## src/rtl/axi_lite_pkg.sv

```systemverilog
// Shared AXI4-Lite definitions: response codes and the read-channel FSM state type.
package axi_lite_pkg;

    localparam logic [1:0] RESP_OKAY   = 2'b00;
    localparam logic [1:0] RESP_EXOKAY = 2'b01;
    localparam logic [1:0] RESP_SLVERR = 2'b10;
    localparam logic [1:0] RESP_DECERR = 2'b11;

    typedef enum logic [1:0] {
        RD_IDLE  = 2'd0,
        RD_FETCH = 2'd1,
        RD_WAIT  = 2'd2,
        RD_RESP  = 2'd3
    } rd_state_e;

endpackage

```

## src/rtl/axi_lite_read_slave_if.sv

```systemverilog
// AXI4-Lite read-side bundle (AR and R channels) with master/slave views.
interface axi_lite_read_slave_if #(
    parameter int ADDR_WIDTH = 32,
    parameter int DATA_WIDTH = 32
);
    logic                  ARVALID;
    logic                  ARREADY;
    logic [ADDR_WIDTH-1:0] ARADDR;
    logic [2:0]            ARPROT;
    logic                  RVALID;
    logic                  RREADY;
    logic [DATA_WIDTH-1:0] RDATA;
    logic [1:0]            RRESP;

    modport master (
        output ARVALID, ARADDR, ARPROT, RREADY,
        input  ARREADY, RVALID, RDATA, RRESP
    );

    modport slave (
        input  ARVALID, ARADDR, ARPROT, RREADY,
        output ARREADY, RVALID, RDATA, RRESP
    );
endinterface

```

## src/rtl/axi_lite_read_slave.sv

```systemverilog
// AXI4-Lite read responder: one outstanding read, fetched from a register bank
// with 1-cycle read latency, returned on R with full RREADY backpressure.
// Optional macro AXI_LITE_RD_ERR_EN: out-of-range reads skip the bank and
// return SLVERR with zero data; without it the word index simply wraps.
module axi_lite_read_slave
    import axi_lite_pkg::*;
#(
    parameter  int ADDR_WIDTH = 32,
    parameter  int DATA_WIDTH = 32,
    parameter  int NUM_REGS   = 16,
    localparam int IDX_W      = $clog2(NUM_REGS)
) (
    input  logic                  ACLK,
    input  logic                  ARESETn,
    axi_lite_read_slave_if.slave  s_axi,
    output logic                  reg_rd_en,
    output logic [IDX_W-1:0]      reg_rd_addr,
    input  logic [DATA_WIDTH-1:0] reg_rd_data
);

    rd_state_e             r_state;
    logic                  r_arready;
    logic                  r_rvalid;
    logic [DATA_WIDTH-1:0] r_rdata;
    logic [1:0]            r_rresp;
    logic                  r_rd_en;
    logic [IDX_W-1:0]      r_rd_addr;

    logic [IDX_W-1:0]      w_idx;
    logic                  w_ar_hs;
    logic                  w_unused_bits;

    // Word index from the byte address; the two byte-lane bits are dropped.
    assign w_idx   = s_axi.ARADDR[IDX_W+1:2];
    assign w_ar_hs = s_axi.ARVALID && r_arready;

    // ARPROT and the byte-lane/high address bits carry no meaning here.
    assign w_unused_bits = &{1'b0, s_axi.ARPROT, s_axi.ARADDR};

`ifdef AXI_LITE_RD_ERR_EN
    logic w_oor;
    logic r_oor;
    assign w_oor = |s_axi.ARADDR[ADDR_WIDTH-1:IDX_W+2];
`endif

    // Read FSM: accept AR, strobe the bank, capture its data, hold R until taken.
    always_ff @(posedge ACLK or negedge ARESETn) begin
        if (!ARESETn) begin
            r_state   <= RD_IDLE;
            r_arready <= 1'b0;
            r_rvalid  <= 1'b0;
            r_rdata   <= '0;
            r_rresp   <= RESP_OKAY;
            r_rd_en   <= 1'b0;
            r_rd_addr <= '0;
`ifdef AXI_LITE_RD_ERR_EN
            r_oor     <= 1'b0;
`endif
        end else begin
            case (r_state)
                RD_IDLE: begin
                    if (w_ar_hs) begin
                        r_arready <= 1'b0;
                        r_rd_addr <= w_idx;
`ifdef AXI_LITE_RD_ERR_EN
                        r_oor     <= w_oor;
                        r_rd_en   <= !w_oor;
`else
                        r_rd_en   <= 1'b1;
`endif
                        r_state   <= RD_FETCH;
                    end else begin
                        // Also raises ARREADY on the first edge out of reset.
                        r_arready <= 1'b1;
                    end
                end
                RD_FETCH: begin
                    r_rd_en <= 1'b0;
                    r_state <= RD_WAIT;
                end
                RD_WAIT: begin
`ifdef AXI_LITE_RD_ERR_EN
                    if (r_oor) begin
                        r_rdata <= '0;
                        r_rresp <= RESP_SLVERR;
                    end else begin
                        r_rdata <= reg_rd_data;
                        r_rresp <= RESP_OKAY;
                    end
`else
                    r_rdata <= reg_rd_data;
                    r_rresp <= RESP_OKAY;
`endif
                    r_rvalid <= 1'b1;
                    r_state  <= RD_RESP;
                end
                RD_RESP: begin
                    if (s_axi.RREADY) begin
                        r_rvalid  <= 1'b0;
                        r_arready <= 1'b1;
                        r_state   <= RD_IDLE;
                    end
                end
                default: r_state <= RD_IDLE;
            endcase
        end
    end

    assign s_axi.ARREADY = r_arready;
    assign s_axi.RVALID  = r_rvalid;
    assign s_axi.RDATA   = r_rdata;
    assign s_axi.RRESP   = r_rresp;
    assign reg_rd_en     = r_rd_en;
    assign reg_rd_addr   = r_rd_addr;

endmodule

```

## src/flat_wrapper.sv

```systemverilog
// flat-port wrapper written by rule: the top's interface ports become plain ports
module axi_lite_read_slave_flat import axi_lite_pkg::*;
#(
    parameter  int ADDR_WIDTH = 32,
    parameter  int DATA_WIDTH = 32,
    parameter  int NUM_REGS   = 16,
    localparam int IDX_W      = $clog2(NUM_REGS)
)
  (ACLK, ARESETn, reg_rd_en, reg_rd_addr, reg_rd_data, s_axi_ARVALID, s_axi_ARADDR, s_axi_ARPROT, s_axi_RREADY, s_axi_ARREADY, s_axi_RVALID, s_axi_RDATA, s_axi_RRESP);
  axi_lite_read_slave_if #(.ADDR_WIDTH(ADDR_WIDTH), .DATA_WIDTH(DATA_WIDTH)) s_axi_i ();
  input  logic ACLK;
  input  logic ARESETn;
  output logic reg_rd_en;
  output logic [IDX_W-1:0] reg_rd_addr;
  input  logic [DATA_WIDTH-1:0] reg_rd_data;
  input wire logic [$bits(s_axi_i.ARVALID)-1:0] s_axi_ARVALID;
  input wire logic [$bits(s_axi_i.ARADDR)-1:0] s_axi_ARADDR;
  input wire logic [$bits(s_axi_i.ARPROT)-1:0] s_axi_ARPROT;
  input wire logic [$bits(s_axi_i.RREADY)-1:0] s_axi_RREADY;
  output wire logic [$bits(s_axi_i.ARREADY)-1:0] s_axi_ARREADY;
  output wire logic [$bits(s_axi_i.RVALID)-1:0] s_axi_RVALID;
  output wire logic [$bits(s_axi_i.RDATA)-1:0] s_axi_RDATA;
  output wire logic [$bits(s_axi_i.RRESP)-1:0] s_axi_RRESP;
  assign s_axi_i.ARVALID = s_axi_ARVALID;
  assign s_axi_i.ARADDR = s_axi_ARADDR;
  assign s_axi_i.ARPROT = s_axi_ARPROT;
  assign s_axi_i.RREADY = s_axi_RREADY;
  assign s_axi_ARREADY = s_axi_i.ARREADY;
  assign s_axi_RVALID = s_axi_i.RVALID;
  assign s_axi_RDATA = s_axi_i.RDATA;
  assign s_axi_RRESP = s_axi_i.RRESP;
  axi_lite_read_slave #(.ADDR_WIDTH(ADDR_WIDTH), .DATA_WIDTH(DATA_WIDTH), .NUM_REGS(NUM_REGS)) u_core (.ACLK(ACLK), .ARESETn(ARESETn), .s_axi(s_axi_i), .reg_rd_en(reg_rd_en), .reg_rd_addr(reg_rd_addr), .reg_rd_data(reg_rd_data));
endmodule
```

## config.mk

```make
export PLATFORM = sky130hd
export DESIGN_NAME = axi_lite_read_slave_flat
export DESIGN_NICKNAME = d
export VERILOG_FILES = /design/src/rtl/axi_lite_pkg.sv /design/src/rtl/axi_lite_read_slave_if.sv /design/src/rtl/axi_lite_read_slave.sv /design/src/flat_wrapper.sv
export SDC_FILE = /design/constraint.sdc
export NUM_CORES = 1
export LEC_CHECK = 0
export CAP_MARGIN = 10
export CORE_ASPECT_RATIO = 0.8
export CORE_MARGIN = 2
export CORE_UTILIZATION = 32
export DETAILED_ROUTE_END_ITERATION = 8
export PLACE_DENSITY = 0.84
export SETUP_SLACK_MARGIN = 0.5
export SLEW_MARGIN = 30
export SYNTH_ARGS = -nofsm -noshare
export SYNTH_HDL_FRONTEND = slang
export SYNTH_SLANG_ARGS = --single-unit
```

## constraint.sdc

```tcl
create_clock -name ACLK -period 1.3 [get_ports ACLK]
set_input_delay 0.195 -clock ACLK [delete_from_list [all_inputs] [get_ports ACLK]]
set_output_delay 0.195 -clock ACLK [all_outputs]
set_load 0.01 [all_outputs]
```

==> impl_metrics.prom, run 1 <==
# TYPE chip_impl_metric gauge
chip_impl_info{name="run_status",value="finished, violations left"} 1
chip_impl_info{name="violated_checks",value="setup timing"} 1
chip_impl_metric{name="syn_area_per_cell",unit="um^2"} 15.59
chip_impl_metric{name="placedInstanceArea",unit="um^2"} 2552
chip_impl_metric{name="p_switching",unit="mW"} 2.563
chip_impl_metric{name="clk_path_buf_depth",unit=""} 2
chip_impl_metric{name="fillers",unit=""} 408
chip_impl_metric{name="critical_path.max_stage_delay",unit="ns"} 0.42
chip_impl_metric{name="fin_setup_tns",unit="ns"} -3.015
chip_impl_info{name="cts.root.buffer_cell",value="sky130_fd_sc_hd__clkbuf_8"} 1
chip_impl_metric{name="power.switching_fraction",unit=""} 0.3185
chip_impl_metric{name="routabilityCongestion",unit=""} 0.6672
chip_impl_metric{name="cp_data_required_time",unit="ns"} 1.47
chip_impl_metric{name="synthesis.instances",unit=""} 107
chip_impl_info{name="most_common_cell_after_layout_fill_and_taps_aside",value="sky130_fd_sc_hd__dfrtp_1"} 1
chip_impl_metric{name="static-leakage-power",unit="nW"} 1.495
chip_impl_metric{name="layout_setup_ws",unit="ns"} -0.1986
chip_impl_info{name="final_cell_mix",value="40 x sky130_fd_sc_hd__dfrtp_1, 38 x sky130_fd_sc_hd__clkdlybuf4s50_1, 37 x sky130_fd_sc_hd__mux2_4"} 1
chip_impl_metric{name="fin_total_pwr",unit="mW"} 8.048
chip_impl_metric{name="floorplan.io_pins",unit=""} 112
chip_impl_metric{name="crit_arrival",unit="ns"} 1.67
chip_impl_metric{name="setup_violations",unit=""} 40
chip_impl_metric{name="critical_path.max_fanout",unit=""} 2
chip_impl_metric{name="grt_antenna_before_repair",unit=""} 0
chip_impl_info{name="worst_setup_path_start_kind",value="flop"} 1
chip_impl_info{name="cp_cell_sequence",value="buf_6 -> ha_4 -> and2b_1 -> a21oi_2 -> mux2_4"} 1
chip_impl_metric{name="diodes",unit=""} 0
chip_impl_metric{name="core_region_area",unit="um^2"} 5007
chip_impl_metric{name="timing.final.crit_period",unit="ns"} 1.499
chip_impl_metric{name="grt_use_total",unit=""} 0.1523
chip_impl_info{name="crit_slowest_cell",value="sky130_fd_sc_hd__dfrtp_1"} 1
chip_impl_metric{name="final_net_count",unit=""} 307
chip_impl_metric{name="synthToLayoutAreaGrowth",unit="%"} 84.32
chip_impl_metric{name="post_drt_via_cell_ratio",unit=""} 4.500
chip_impl_metric{name="die_x",unit="um"} 84.72
chip_impl_metric{name="synthDominantCellAreaShare",unit=""} 0.6152
chip_impl_metric{name="worst_hold_slack",unit="ns"} 0.4034
chip_impl_metric{name="intPower",unit="mW"} 5.485
chip_impl_metric{name="floorplan.initialDensity",unit=""} 0.3331
chip_impl_metric{name="report.final.slew_viol_count",unit=""} 0
chip_impl_metric{name="grt_max_degree",unit=""} 42
chip_impl_metric{name="max_cap_check_violation_count",unit=""} 0
chip_impl_metric{name="drt_iter0_drc",unit=""} 14
chip_impl_metric{name="antenna_left",unit=""} 0
chip_impl_metric{name="ir_drop",unit="mV"} 1.372
chip_impl_info{name="setup.worst_path.class",value="reg -> reg"} 1
chip_impl_info{name="hold_path_class",value="in -> async"} 1
chip_impl_metric{name="post-route-drc-count",unit=""} 0
chip_impl_metric{name="globalRoute.totalOverflow",unit=""} 0
chip_impl_metric{name="placement.setup.worst_slack",unit="ns"} -0.1955
chip_impl_metric{name="timing.final.crit_share",unit=""} 1.153
chip_impl_metric{name="clk_transition_reported_paths",unit="ns"} 0.08
chip_impl_metric{name="ctsHtreeMaxLevel",unit=""} 2
chip_impl_info{name="netlist.top_cell.by_area",value="sky130_fd_sc_hd__dfrtp_1"} 1
chip_impl_metric{name="layout.cell_area.non_filler",unit="um^2"} 3074
chip_impl_metric{name="clkLatencyLatePin",unit="ns"} 0.28
chip_impl_metric{name="power.clock.fraction",unit=""} 0.098
chip_impl_info{name="grt_setup_unrepaired",value="yes"} 1
chip_impl_metric{name="sequentialPowerShare",unit=""} 0.290
chip_impl_metric{name="clkSinkCount",unit=""} 41
chip_impl_metric{name="die_area",unit="um^2"} 5809
chip_impl_metric{name="yosys_warnings",unit=""} 0
chip_impl_metric{name="vias_in_the_first_global_route",unit=""} 1325
chip_impl_metric{name="firstDrtPassIters",unit=""} 3
chip_impl_metric{name="placed_cells_incl_taps",unit=""} 250
chip_impl_metric{name="drt-total-wl",unit="um"} 4532
chip_impl_metric{name="port_buffer_cells",unit=""} 78
chip_impl_metric{name="power-per-cell-area",unit="nW/um^2"} 2618
chip_impl_metric{name="place_hpwl",unit="um"} 2542
chip_impl_metric{name="finalCoreUtilization",unit=""} 0.6139
chip_impl_metric{name="die-height",unit="um"} 68.57
chip_impl_metric{name="yosysUniqueCellTypes",unit=""} 18
chip_impl_metric{name="timing_limited_maximum_frequency",unit="MHz"} 667.3
chip_impl_metric{name="drt-wirelength-per-cell",unit="um"} 15.41
chip_impl_info{name="cts_tree",value="done"} 1
chip_impl_metric{name="global_route_wire_length_before_repair",unit="um"} 6865
chip_impl_info{name="netlist_top_cells_area",value="sky130_fd_sc_hd__dfrtp_1 62%, sky130_fd_sc_hd__mux2_2 24%, sky130_fd_sc_hd__ha_1 3.8%, sky130_fd_sc_hd__buf_6 2.7%, sky130_fd_sc_hd__mux2_1 1.4%"} 1
chip_impl_metric{name="yosys_register_bits",unit=""} 41
chip_impl_metric{name="finalHoldViolations",unit=""} 0
chip_impl_metric{name="routed-via-count",unit=""} 1323
chip_impl_metric{name="share_of_cells_above_drive_strength_1",unit=""} 0.5991
chip_impl_metric{name="fp-row-count",unit=""} 23
chip_impl_info{name="endpoint_kind",value="flop"} 1
chip_impl_metric{name="synth.cell_area",unit="um^2"} 1668
chip_impl_metric{name="instances_no_fill",unit=""} 294
chip_impl_metric{name="synth.yosys.seq_area_share",unit=""} 0.6152
chip_impl_metric{name="number_of_buffers_added_by_the_clock_tree_synthesis_step",unit=""} 5
chip_impl_metric{name="fin_skew",unit="ns"} 0.008985
chip_impl_metric{name="power.share.combinational",unit=""} 0.612
==> cells by family (layout without fill, tap and decap cells) <==
family / count (synthesis) / count (layout) / share of synthesized area
DFF: 41 / 41 / 0.6152
buffers and inverters: 9 / 133 / 0.04276
muxes: 38 / 38 / 0.2558
other: 1 / 2 / 0.002248
adders and majority gates: 5 / 5 / 0.03751
AOI/OAI and AO/OA: 7 / 7 / 0.02476
and+or+nand+nor: 6 / 6 / 0.02176
==> state kept, by name (all words and copies together) (netlist names) <==
name / flops
u_core.s_axi.RDATA: 32
u_core.reg_rd_addr: 4
u_core.r_state: 2
u_core.reg_rd_en: 1
u_core.s_axi.ARREADY: 1
u_core.s_axi.RVALID: 1
==> Yosys cell counts <==
master,count
sky130_fd_sc_hd__dfrtp_1,41
sky130_fd_sc_hd__mux2_2,35
sky130_fd_sc_hd__ha_1,5
sky130_fd_sc_hd__buf_6,4
sky130_fd_sc_hd__o21ai_0,4
sky130_fd_sc_hd__inv_1,3
sky130_fd_sc_hd__buf_4,2
sky130_fd_sc_hd__mux2_1,2
sky130_fd_sc_hd__nor2_1,2
sky130_fd_sc_hd__a21oi_2,1
sky130_fd_sc_hd__a31oi_1,1
sky130_fd_sc_hd__and2b_1,1
sky130_fd_sc_hd__conb_1,1
sky130_fd_sc_hd__mux2i_1,1
sky130_fd_sc_hd__nand2_2,1
sky130_fd_sc_hd__nand3_1,1
sky130_fd_sc_hd__nand3_2,1
sky130_fd_sc_hd__o22ai_1,1
==> power by group through the flow <==
| stage | registers (mW) | logic, mW | clock network (mW) |
|---|---|---|---|
| after floorplan | 2.60 | 1.36 | 0 |
| after global placement | 2.30 | 3.28 | 0 |
| after detailed placement | 2.33 | 3.34 | 0 |
| after CTS | 2.31 | 4.20 | 0.828 |
| after global routing | 2.41 | 5.25 | 0.890 |
| final | 2.33 | 4.92 | 0.792 |
==> critical path: cells and delay by family, from the launching register on <==
family,cells,cell delay [ns]
flops,1,0.42
compound gates,1,0.18
buf+inv,1,0.14
fa+ha+maj,1,0.15
mux,1,0.32
simple gates,1,0.18
==> final timing paths <==
path	startpoint	to	slack [ns]	cells past startpoint
hold reg to reg	u_core.s_axi.RDATA[12]	u_core.s_axi.RDATA[12]	0.51	1
hold / removal	ARESETn	u_core.r_state[0]	0.40	3
min in group ACLK	u_core.s_axi.RDATA[12]	u_core.s_axi.RDATA[12]	0.51	1
max in group asynchronous	ARESETn	u_core.s_axi.RDATA[17]	0.69	3
setup reg to reg	u_core.r_state[0]	u_core.r_state[1]	-0.20	5
setup / recovery	u_core.r_state[0]	u_core.r_state[1]	-0.20	5
==> routing by layer <==
metal	global-route usage	share of wire
met2	0.2461	0.46
met3	0.04762	0.070
met4	0.01786	0
met5	0	0
met1	0.2108	0.47
==> final cells by class <==
type                            count  area, um^2  share of cell area
Tap cell                           62       77.57             0.02523
Sequential cell                    41        1027              0.3341
Timing Repair Buffer              122        1104              0.3590
Inverter                            3       11.26            0.003663
Multi-Input combinational cell     58       772.0              0.2511
Clock buffer                        6       72.57             0.02361
Clock inverter                      2       10.01            0.003256
==> repair_timing <==
| item | 4_1_cts | 5_1_grt |
|---|---|---|
| hold buffers | 1 | 0 |
| gates cloned | 2 | 2 |
| buffers inserted | 16 | 15 |
| setup endpoints to repair | 80 | 80 |
| pin swaps | 5 | 1 |
| endpoints found under the hold margin | 41 | 0 |
| gates resized for setup | 216 | 13 |
No activity file was read; power rests on OpenSTA's default activity.
==> run 2: changes to the inputs <==
Settings changed: CELL_PAD_IN_SITES_DETAIL_PLACEMENT set to 1, CELL_PAD_IN_SITES_GLOBAL_PLACEMENT set to 1, CORE_UTILIZATION 32 to 24.
==> run 2 against run 1 <==
Compared with the run above:
- the run ends with hold timing, setup timing left
- hold slack got worse by 0.55 ns
- register-to-register slack improved by 0.12 ns
- count of clock-buffer cells in the layout decreased by 1
- non-clock buffer count decreased by 21
- first-iteration DRC count decreased by 57%
- critical path depth decreased by 1
- sequential power about the same
- clock skew decreased by 0.0050 ns
- die area increased by 31%
- flip-flop and latch count unchanged
- critical path type unchanged
- largest cell class is now flip-flops and latches
- largest power group unchanged
==> impl_metrics.prom, run 2 (same netlist as run 1, synthesis figures left out) <==
# TYPE chip_impl_metric gauge
chip_impl_info{name="setup.worst_path.class",value="reg -> reg"} 1
chip_impl_metric{name="clk_path_buf_depth",unit=""} 2
chip_impl_metric{name="place_hpwl",unit="um"} 3059
chip_impl_metric{name="ctsHtreeMaxLevel",unit=""} 2
chip_impl_metric{name="power-per-cell-area",unit="nW/um^2"} 2500
chip_impl_metric{name="floorplan.io_pins",unit=""} 112
chip_impl_info{name="endpoint_kind",value="flop"} 1
chip_impl_metric{name="worst_hold_slack",unit="ns"} -0.1418
chip_impl_metric{name="cp_data_required_time",unit="ns"} 1.47
chip_impl_metric{name="layout.cell_area.non_filler",unit="um^2"} 2749
chip_impl_metric{name="rrSetupSlack",unit="ns"} -0.08
chip_impl_info{name="cp_cell_sequence",value="ha_2 -> and2b_1 -> a21oi_2 -> mux2_4"} 1
chip_impl_metric{name="fin_total_pwr",unit="mW"} 6.873
chip_impl_metric{name="max_cap_check_violation_count",unit=""} 0
chip_impl_metric{name="timing.final.crit_period",unit="ns"} 1.380
chip_impl_metric{name="clkSinkCount",unit=""} 41
chip_impl_metric{name="core_region_area",unit="um^2"} 6790
chip_impl_metric{name="worst-r2r-cell-count",unit=""} 4
chip_impl_metric{name="fp-row-count",unit=""} 27
chip_impl_metric{name="fin_skew",unit="ns"} 0.003949
chip_impl_metric{name="drt-wirelength-per-cell",unit="um"} 14.68
chip_impl_metric{name="timing.final.crit_share",unit=""} 1.062
chip_impl_info{name="cts.root.buffer_cell",value="sky130_fd_sc_hd__clkbuf_8"} 1
chip_impl_metric{name="post-route-drc-count",unit=""} 0
chip_impl_metric{name="static-leakage-power",unit="nW"} 1.242
chip_impl_metric{name="die-height",unit="um"} 78.56
chip_impl_metric{name="grt_use_total",unit=""} 0.1172
chip_impl_info{name="worst_setup_path_start_kind",value="flop"} 1
chip_impl_info{name="crit_slowest_cell",value="sky130_fd_sc_hd__dfrtp_1"} 1
chip_impl_metric{name="clkLatencyLatePin",unit="ns"} 0.28
chip_impl_metric{name="clk_transition_reported_paths",unit="ns"} 0.08
chip_impl_metric{name="report.final.slew_viol_count",unit=""} 0
chip_impl_metric{name="routed-via-count",unit=""} 1228
chip_impl_metric{name="layout_setup_ws",unit="ns"} -0.08037
chip_impl_metric{name="share_of_cells_above_drive_strength_1",unit=""} 0.5667
chip_impl_metric{name="ir_drop",unit="mV"} 0.8401
chip_impl_metric{name="critical_path.max_stage_delay",unit="ns"} 0.43
chip_impl_metric{name="grt_antenna_before_repair",unit=""} 0
chip_impl_metric{name="firstDrtPassIters",unit=""} 3
chip_impl_metric{name="antenna_left",unit=""} 0
chip_impl_metric{name="port_buffer_cells",unit=""} 78
chip_impl_metric{name="routabilityCongestion",unit=""} 0.6849
chip_impl_metric{name="drt_iter0_drc",unit=""} 6
chip_impl_info{name="cts_tree",value="done"} 1
chip_impl_metric{name="die_area",unit="um^2"} 7636
chip_impl_metric{name="post_drt_via_cell_ratio",unit=""} 4.135
chip_impl_metric{name="setup_violations",unit=""} 38
chip_impl_metric{name="largest_register_ffs",unit=""} 32
chip_impl_info{name="worst_reg2reg_path_endpoint",value="u_core.r_state[1]"} 1
chip_impl_metric{name="placedInstanceArea",unit="um^2"} 2619
chip_impl_metric{name="final_net_count",unit=""} 286
chip_impl_info{name="hold_path_class",value="in -> async"} 1
chip_impl_metric{name="globalRoute.totalOverflow",unit=""} 0
chip_impl_metric{name="die_x",unit="um"} 97.20
chip_impl_info{name="violated_checks",value="hold timing, setup timing"} 1
chip_impl_metric{name="timing_limited_maximum_frequency",unit="MHz"} 724.4
chip_impl_metric{name="finalHoldViolations",unit=""} 18
chip_impl_metric{name="diodes",unit=""} 0
chip_impl_info{name="grt_setup_unrepaired",value="yes"} 1
chip_impl_info{name="cp_top_family",value="flip-flops"} 1
chip_impl_metric{name="global_route_wire_length_before_repair",unit="um"} 7141
chip_impl_info{name="run_status",value="finished, violations left"} 1
chip_impl_metric{name="number_of_buffers_added_by_the_clock_tree_synthesis_step",unit=""} 5
chip_impl_metric{name="vias_in_the_first_global_route",unit=""} 1402
chip_impl_metric{name="floorplan.initialDensity",unit=""} 0.2456
chip_impl_metric{name="critical_path.max_fanout",unit=""} 4
chip_impl_info{name="critical_path.reg2reg.startpoint",value="u_core.r_state[1]"} 1
chip_impl_metric{name="crit_buf_inv",unit=""} 0
chip_impl_info{name="most_common_cell_after_layout_fill_and_taps_aside",value="sky130_fd_sc_hd__dfrtp_1"} 1
chip_impl_metric{name="drt-total-wl",unit="um"} 4359
chip_impl_metric{name="crit_arrival",unit="ns"} 1.55
chip_impl_metric{name="grt_max_degree",unit=""} 24
chip_impl_metric{name="synthToLayoutAreaGrowth",unit="%"} 64.82
chip_impl_info{name="final_cell_mix",value="40 x sky130_fd_sc_hd__dfrtp_1, 38 x sky130_fd_sc_hd__clkdlybuf4s50_1, 35 x sky130_fd_sc_hd__buf_2"} 1
[run 2: changes by cell type in the layout (fill, tap and decap cells not counted), sizes merged]
cell / delta
dlygate4sd3: -1
bufinv: +1
buf: -18
clkbuf: -3
clkinv: -1
[run 2: worst max path at each step]
stage / depth (start not counted) / slack, ns / from / to
2_1_floorplan: 5 / -0.02 / u_core.r_state[0] / u_core.s_axi.RDATA[0]
3_3_place_gp: 4 / -0.15 / s_axi_RREADY / u_core.r_state[1]
3_5_place_dp: 4 / -0.16 / s_axi_RREADY / u_core.r_state[1]
4_1_cts: 4 / -0.08 / u_core.r_state[0] / u_core.s_axi.RDATA[16]
5_1_grt: 4 / -0.14 / u_core.r_state[1] / u_core.r_state[1]
6_report: 4 / -0.08 / u_core.r_state[1] / u_core.r_state[1]
[run 2: repair_timing]
item,CTS,global route
hold endpoints to repair,18,18
buffers inserted,7,5
pin swaps,4,6
endpoints found under the setup margin,80,80
resized for setup,171,14
[run 2: routing by layer]
metal	track usage	vias up	share of wire
li1	-	566	-
met1	0.1397	616	0.43
met2	0.2056	44	0.51
met3	0.04096	2	0.055
met4	0.02535	0	0.0041
met5	0	-	0
[run 2: report_power, final]
| group | leakage [nW] | switching, mW | internal (mW) |
|---|---|---|---|
| Clock | 0.0540 | 0.429 | 0.559 |
| Combinational | 0.711 | 1.49 | 2.10 |
| Sequential | 0.477 | 0.350 | 1.95 |
| Total | 1.24 | 2.27 | 4.61 |
[run 2: worst reg2reg max path, stage by stage, from the launching register on]
cell and delay, ns:
sky130_fd_sc_hd__dfrtp_1 0.43, sky130_fd_sc_hd__ha_2 0.20, sky130_fd_sc_hd__and2b_1 0.18, sky130_fd_sc_hd__a21oi_2 0.16, sky130_fd_sc_hd__mux2_4 0.31
[run 2: layout make-up]
class | count | area, um^2
fillers | 733 | 4041
flip-flops and latches | 41 | 1027
repair buffers | 101 | 833.3
multi-input cells | 58 | 664.4
well taps | 87 | 108.9
clock buffers | 5 | 68.82
clock inverters | 2 | 35.03
inverters | 3 | 11.26
[run 2: stage by stage]
stage	setup TNS (ns)	setup WS [ns]	instances	utilization
after detailed placement	-3.495	-0.1550	278	0.3857
final	-1.843	-0.08037	297	0.4048
after global routing	-3.883	-0.1435	297	0.4048
after floorplan	-0.5058	-0.01870	108	-
after global placement	-2.431	-0.1546	278	0.3857
after CTS	-1.529	-0.07765	292	0.3884
==> run 3: changes to the inputs <==
Settings changed: CORE_ASPECT_RATIO 0.8 to 0.75, CORE_UTILIZATION 24 to 41, DONT_BUFFER_PORTS set to 1, PLACE_DENSITY 0.84 to 0.8.
==> run 3 against run 2 <==
Compared with the run above:
- the run still ends with hold timing, setup timing left
- worst setup slack better by 0.012 ns
- via count is 26% lower
- routed wire length is 23% lower
- first-iteration DRC count is 33% higher
- largest power group is now sequential cells
- final area is 28% lower
==> impl_metrics.prom, run 3 (same netlist as run 1, synthesis figures left out) <==
# TYPE chip_impl_metric gauge
chip_impl_metric{name="synthToLayoutAreaGrowth",unit="%"} 19.28
chip_impl_metric{name="globalRouteMet1Util",unit=""} 0.1685
chip_impl_info{name="crit_slowest_cell",value="sky130_fd_sc_hd__dfrtp_1"} 1
chip_impl_info{name="setup.worst_path.class",value="reg -> reg"} 1
chip_impl_metric{name="grt_antenna_before_repair",unit=""} 0
chip_impl_metric{name="antenna_left",unit=""} 0
chip_impl_metric{name="die_x",unit="um"} 77.65
chip_impl_metric{name="placement.setup.worst_slack",unit="ns"} -0.1159
chip_impl_metric{name="global_route_wire_length_before_repair",unit="um"} 5071
chip_impl_metric{name="routed-via-count",unit=""} 908
chip_impl_metric{name="finalCoreUtilization",unit=""} 0.5000
chip_impl_metric{name="critical_path.max_stage_delay",unit="ns"} 0.43
chip_impl_metric{name="globalRoute.totalOverflow",unit=""} 0
chip_impl_info{name="hold_path_class",value="in -> async"} 1
chip_impl_metric{name="port_buffer_cells",unit=""} 0
chip_impl_metric{name="diodes",unit=""} 0
chip_impl_metric{name="grtUsageMet2",unit=""} 0.2635
chip_impl_metric{name="share_of_cells_above_drive_strength_1",unit=""} 0.5645
chip_impl_metric{name="firstDrtPassIters",unit=""} 2
chip_impl_metric{name="use_met3",unit=""} 0.05640
chip_impl_metric{name="post-route-drc-count",unit=""} 0
chip_impl_metric{name="report.final.slew_viol_count",unit=""} 0
chip_impl_metric{name="rrSetupSlack",unit="ns"} -0.07
chip_impl_metric{name="timing.final.crit_share",unit=""} 1.053
chip_impl_metric{name="die-height",unit="um"} 59.24
chip_impl_metric{name="worst-r2r-cell-count",unit=""} 4
chip_impl_metric{name="finalHoldViolations",unit=""} 41
chip_impl_info{name="cts.root.buffer_cell",value="sky130_fd_sc_hd__clkbuf_8"} 1
chip_impl_metric{name="ir_drop",unit="mV"} 1.141
chip_impl_info{name="worst_reg2reg_path_endpoint",value="u_core.r_state[1]"} 1
chip_impl_metric{name="fp-row-count",unit=""} 20
chip_impl_metric{name="drt-total-wl",unit="um"} 3349
chip_impl_metric{name="crit_arrival",unit="ns"} 1.53
chip_impl_metric{name="ctsHtreeMaxLevel",unit=""} 2
chip_impl_metric{name="cp_data_required_time",unit="ns"} 1.46
chip_impl_metric{name="max_cap_check_violation_count",unit=""} 0
chip_impl_info{name="violated_checks",value="hold timing, setup timing"} 1
chip_impl_metric{name="setup_violations",unit=""} 38
chip_impl_metric{name="drt_iter0_drc",unit=""} 8
chip_impl_metric{name="clk_path_buf_depth",unit=""} 2
chip_impl_info{name="cts_tree",value="done"} 1
chip_impl_metric{name="drt-wirelength-per-cell",unit="um"} 18.71
chip_impl_metric{name="number_of_buffers_added_by_the_clock_tree_synthesis_step",unit=""} 5
chip_impl_metric{name="worst_hold_slack",unit="ns"} -0.3941
chip_impl_metric{name="place_hpwl",unit="um"} 2362
chip_impl_metric{name="static-leakage-power",unit="nW"} 0.8720
chip_impl_info{name="run_status",value="finished, violations left"} 1
chip_impl_info{name="worst_setup_path_start_kind",value="flop"} 1
chip_impl_metric{name="die_area",unit="um^2"} 4599
chip_impl_metric{name="critical_path.max_fanout",unit=""} 4
chip_impl_metric{name="final_net_count",unit=""} 200
chip_impl_metric{name="grt_use_total",unit=""} 0.1473
chip_impl_metric{name="timing.final.crit_period",unit="ns"} 1.369
chip_impl_metric{name="fin_skew",unit="ns"} 0.005613
chip_impl_info{name="final_cell_mix",value="38 x sky130_fd_sc_hd__dfrtp_1, 29 x sky130_fd_sc_hd__mux2_2, 12 x sky130_fd_sc_hd__buf_4"} 1
chip_impl_info{name="critical_path.reg2reg.startpoint",value="u_core.r_state[1]"} 1
chip_impl_metric{name="clkSinkCount",unit=""} 41
chip_impl_metric{name="clkLatencyLatePin",unit="ns"} 0.28
chip_impl_metric{name="grt_max_degree",unit=""} 42
chip_impl_metric{name="floorplan.io_pins",unit=""} 112
chip_impl_info{name="most_common_cell_after_layout_fill_and_taps_aside",value="sky130_fd_sc_hd__dfrtp_1"} 1
chip_impl_metric{name="vias_in_the_first_global_route",unit=""} 990
chip_impl_metric{name="clk_transition_reported_paths",unit="ns"} 0.07
chip_impl_metric{name="routabilityCongestion",unit=""} 0.5929
chip_impl_metric{name="power-per-cell-area",unit="nW/um^2"} 2876
chip_impl_metric{name="largest_register_ffs",unit=""} 32
chip_impl_info{name="endpoint_kind",value="flop"} 1
chip_impl_info{name="cp_cell_sequence",value="ha_2 -> and2b_1 -> a21oi_2 -> mux2_4"} 1
chip_impl_metric{name="post_drt_via_cell_ratio",unit=""} 5.073
chip_impl_metric{name="floorplan.initialDensity",unit=""} 0.4192
chip_impl_metric{name="core_region_area",unit="um^2"} 3979
chip_impl_info{name="grt_setup_unrepaired",value="yes"} 1
chip_impl_info{name="grt-busiest-layer",value="met2"} 1
chip_impl_metric{name="timing_limited_maximum_frequency",unit="MHz"} 730.6
chip_impl_metric{name="layout_setup_ws",unit="ns"} -0.06877
[run 3: power breakdown]
part | switching, mW | internal [mW]
sequential | 0.802 | 1.96
combinational | 0.777 | 1.39
clock | 0.380 | 0.421
[run 3: cell type report]
cell class | count | area, um^2
Fill cell | 377 | 1989
Multi-Input combinational cell | 58 | 644.4
Clock buffer | 7 | 86.33
Sequential cell | 41 | 1030
Tap cell | 55 | 68.82
Timing Repair Buffer | 15 | 148.9
Inverter | 3 | 11.26
[run 3: timing repair]
action / CTS / global route
gates cloned: 1 / 0
hold endpoints to repair: 41 / 41
setup endpoints to repair: 80 / 80
resized for setup: 18 / 5
setup buffers: 4 / 1
pin swaps: 1 / 2
[run 3: per-layer routing]
| metal | vias up | routed length [um] |
|---|---|---|
| met5 | - | 0 |
| met2 | 50 | 1780 |
| li1 | 400 | - |
| met3 | 2 | 303 |
| met4 | 0 | 8 |
| met1 | 456 | 1257 |
[run 3: worst max-delay path by stage]
stage	slack (ns)	end	start	depth (start not counted)
2_1_floorplan	-0.02	u_core.s_axi.RDATA[0]	u_core.r_state[0]	5
3_3_place_gp	-0.07	u_core.s_axi.RDATA[12]	u_core.r_state[0]	4
3_5_place_dp	-0.12	u_core.s_axi.RDATA[24]	u_core.r_state[0]	4
4_1_cts	-0.06	u_core.s_axi.RDATA[24]	u_core.r_state[0]	4
5_1_grt	-0.14	u_core.r_state[1]	u_core.r_state[1]	4
6_report	-0.07	u_core.r_state[1]	u_core.r_state[1]	4
[run 3: through the flow]
step           area (um^2)  hold WS (ns)  total power, mW  instances  setup TNS [ns]
6_report              1989       -0.3941            5.722        179          -1.728
5_1_grt               1989       -0.4157            6.089        179          -4.023
3_3_place_gp          1763      -0.09977            4.290        166          -1.962
2_1_floorplan         1674       -0.1006            3.958        108         -0.5058
4_1_cts               1971       -0.4067            5.714        178          -1.506
3_5_place_dp          1763      -0.09954            4.474        166          -3.012
[run 3: worst max-delay path: cells and delay by family (launching register included)]
family                   cells  cell delay [ns]
adder cells (fa/ha/maj)      1             0.19
multiplexers                 1             0.32
AND/OR/NAND/NOR              1             0.16
flip-flops                   1             0.43
AO/OA/AOI/OAI                1             0.16
==> RTL change: new RTL, flow settings as in run 3 <==
`NUM_REGS` is set to 16 in 2 places; all go to 8.
--- a/src/rtl/axi_lite_read_slave.sv
+++ b/src/rtl/axi_lite_read_slave.sv
@@ -7,7 +7,7 @@
 #(
     parameter  int ADDR_WIDTH = 32,
     parameter  int DATA_WIDTH = 32,
-    parameter  int NUM_REGS   = 16,
+    parameter  int NUM_REGS   = 8,
     localparam int IDX_W      = $clog2(NUM_REGS)
 ) (
     input  logic                  ACLK,
--- a/src/flat_wrapper.sv
+++ b/src/flat_wrapper.sv
@@ -3,7 +3,7 @@
 #(
     parameter  int ADDR_WIDTH = 32,
     parameter  int DATA_WIDTH = 32,
-    parameter  int NUM_REGS   = 16,
+    parameter  int NUM_REGS   = 8,
     localparam int IDX_W      = $clog2(NUM_REGS)
 )
   (ACLK, ARESETn, reg_rd_en, reg_rd_addr, reg_rd_data, s_axi_ARVALID, s_axi_ARADDR, s_axi_ARPROT, s_axi_RREADY, s_axi_ARREADY, s_axi_RVALID, s_axi_RDATA, s_axi_RRESP);
Interface: changed (resized reg_rd_addr); port bits go from 112 to 111. The function was not compared with the original's and may differ.
==> RTL change against run 3 <==
The flow still finishes with violations (negative hold slack, negative setup slack). Synthesized area shrank 2.4%. Power grew 12%. Worst setup slack lost 49 ps. Sequential cell count shrank 1. Wire length grew 26%. Synthesized cell count shrank 1.9%. Design area grew 6.4%. Critical path type unchanged. Critical endpoint is now u_core.s_axi.RDATA[6]. Highest routed layer unchanged.
==> RTL change: results (changes against run 3) <==
layout:
  nMultiInputCombCells: 57  # was 58
  buffer_area_frac: 0.108  # was 0.0748
  n_fill_cell: 347  # was 377
  regArea_um2: 1000  # was 1030 µm²
  num_antenna_cells: 0  # unchanged
  num-nets-final: 202  # was 200
  inv_count: 3  # unchanged
  clk_share: 0.0325  # was 0.0434
  multi_input_area_um2: 739  # was 644 µm²
  drive_gt1_frac: 0.581  # was 0.565
  clkbuf_count: 5  # was 7
  num-nonclk-buffers: 19  # was 15
routing:
  via_per_inst: 5.30  # was 5.07
  wl_met2_um: 2180  # was 1780 µm
  top_layer: "met4"  # unchanged
  dr.pass1.iters: 2  # unchanged
  met3_wirelength_um: 249  # was 303 µm
  wl_per_cell_um: 23.9  # was 18.7 µm
  drtAntennaViolNets: 0  # unchanged
  met1_length_um: 1740  # was 1260 µm
  drt_iter0_drc: 26  # was 8
critical_path:
  max_stage_delay_ps: 420
  reg2reg_setup_slack_ps: -120  # was -70 ps
  cp.arrival_ps: 1580  # was 1530 ps
  r2r-start: "u_core.r_state[0]"  # was u_core.r_state[1]
  cp_slowest_cell: "dfrtp_1"  # unchanged
  path_max_fanout: 8  # was 4
  path_delay_family: "flip-flops"  # unchanged
  rr_endpoint: "u_core.s_axi.RDATA[6]"  # was u_core.r_state[1]
sta:
  setup_ws_ps: -118  # was -68.8 ps
  hold_viol: 40  # was 41
  skew_ps: 2.06  # was 5.61 ps
  setup_violations: 37  # was 38
  whs_ps: -394  # about the same
grt:
  grt_pass1_wl_um: 5410  # was 5070 µm
  grt_usage: 0.159  # was 0.147
  use_met1: 0.179  # was 0.168
  grt_pass1_vias: 1056  # was 990
  grt_max_degree: 41  # was 42
  antenna_found_initial: 0  # unchanged
  grt.met3_usage: 0.0567  # was 0.0564
  use_met2: 0.277  # was 0.264
clocking:
  post_cts_buffers: 4  # unchanged
  clk_pin_slew_ps: 70  # about the same
  cts_resized: 22  # was 18
  clock_latency_ps: 280  # about the same
  cts.htree.levels: 2  # unchanged
  cts.sinks: 40  # was 41
  cts_root_buf: "clkbuf_8"  # unchanged
outcome:
  status: "finished, violations left"  # unchanged
  violations: "negative hold slack, negative setup slack"  # unchanged
synth:
  yosysSeqAreaShare: 0.615  # about the same
  synth.area.top_cells: "dfrtp_1 (61%), mux2_2 (24%), ha_1 (3.8%)"  # was dfrtp_1 (62%), mux2_2 (24%), ha_1 (3.8%)
  async_reset_ff_frac: 1.00  # unchanged
  yosysWarningCount: 0  # unchanged
  ys_top_cells_by_count: "dfrtp_1 (40), mux2_2 (34), ha_1 (5)"  # was dfrtp_1 (41), mux2_2 (35), ha_1 (5)
placed_design:
  hpwlAfterDp_um: 2260  # was 2360 µm
  gp_congestion: 0.674  # was 0.593
power:
  leakage_nw: 0.986  # was 0.872 nW
  vdd_ir_drop_max_mv: 1.34  # was 1.14 mV
[RTL change: changes by cell type after synthesis, sizes merged]
cell / change
mux2: -1
dfrtp: -1
[RTL change: metrics by stage]
step                      cells  instance area (µm²)  TNS, ps  worst slack [ps]
after floorplan             106                 1640     -526             -19.2
after global placement      158                 1700    -2100             -68.1
after detailed placement    158                 1700    -3850              -132
after CTS                   168                 1910    -1730             -78.0
after global routing        176                 2120    -5100              -162
final                       176                 2120    -3440              -118
[RTL change: logic make-up (layout without fill, tap and decap cells)]
kind of cell             Yosys count  count (layout)  synth area share
adder cells (fa/ha/maj)            5               5            0.0384
flip-flops                        40              40             0.615
multiplexers                      37              37             0.257
AO/OA/AOI/OAI                      7               7            0.0254
other                              1               2           0.00230
buffers and inverters              9              27            0.0438
AND/OR/NAND/NOR                    6               6            0.0177
[RTL change: where the power goes]
part	switching, mW	internal [mW]
clock	0.377	0.346
combinational	1.04	1.91
sequential	0.803	1.91
total	2.22	4.16
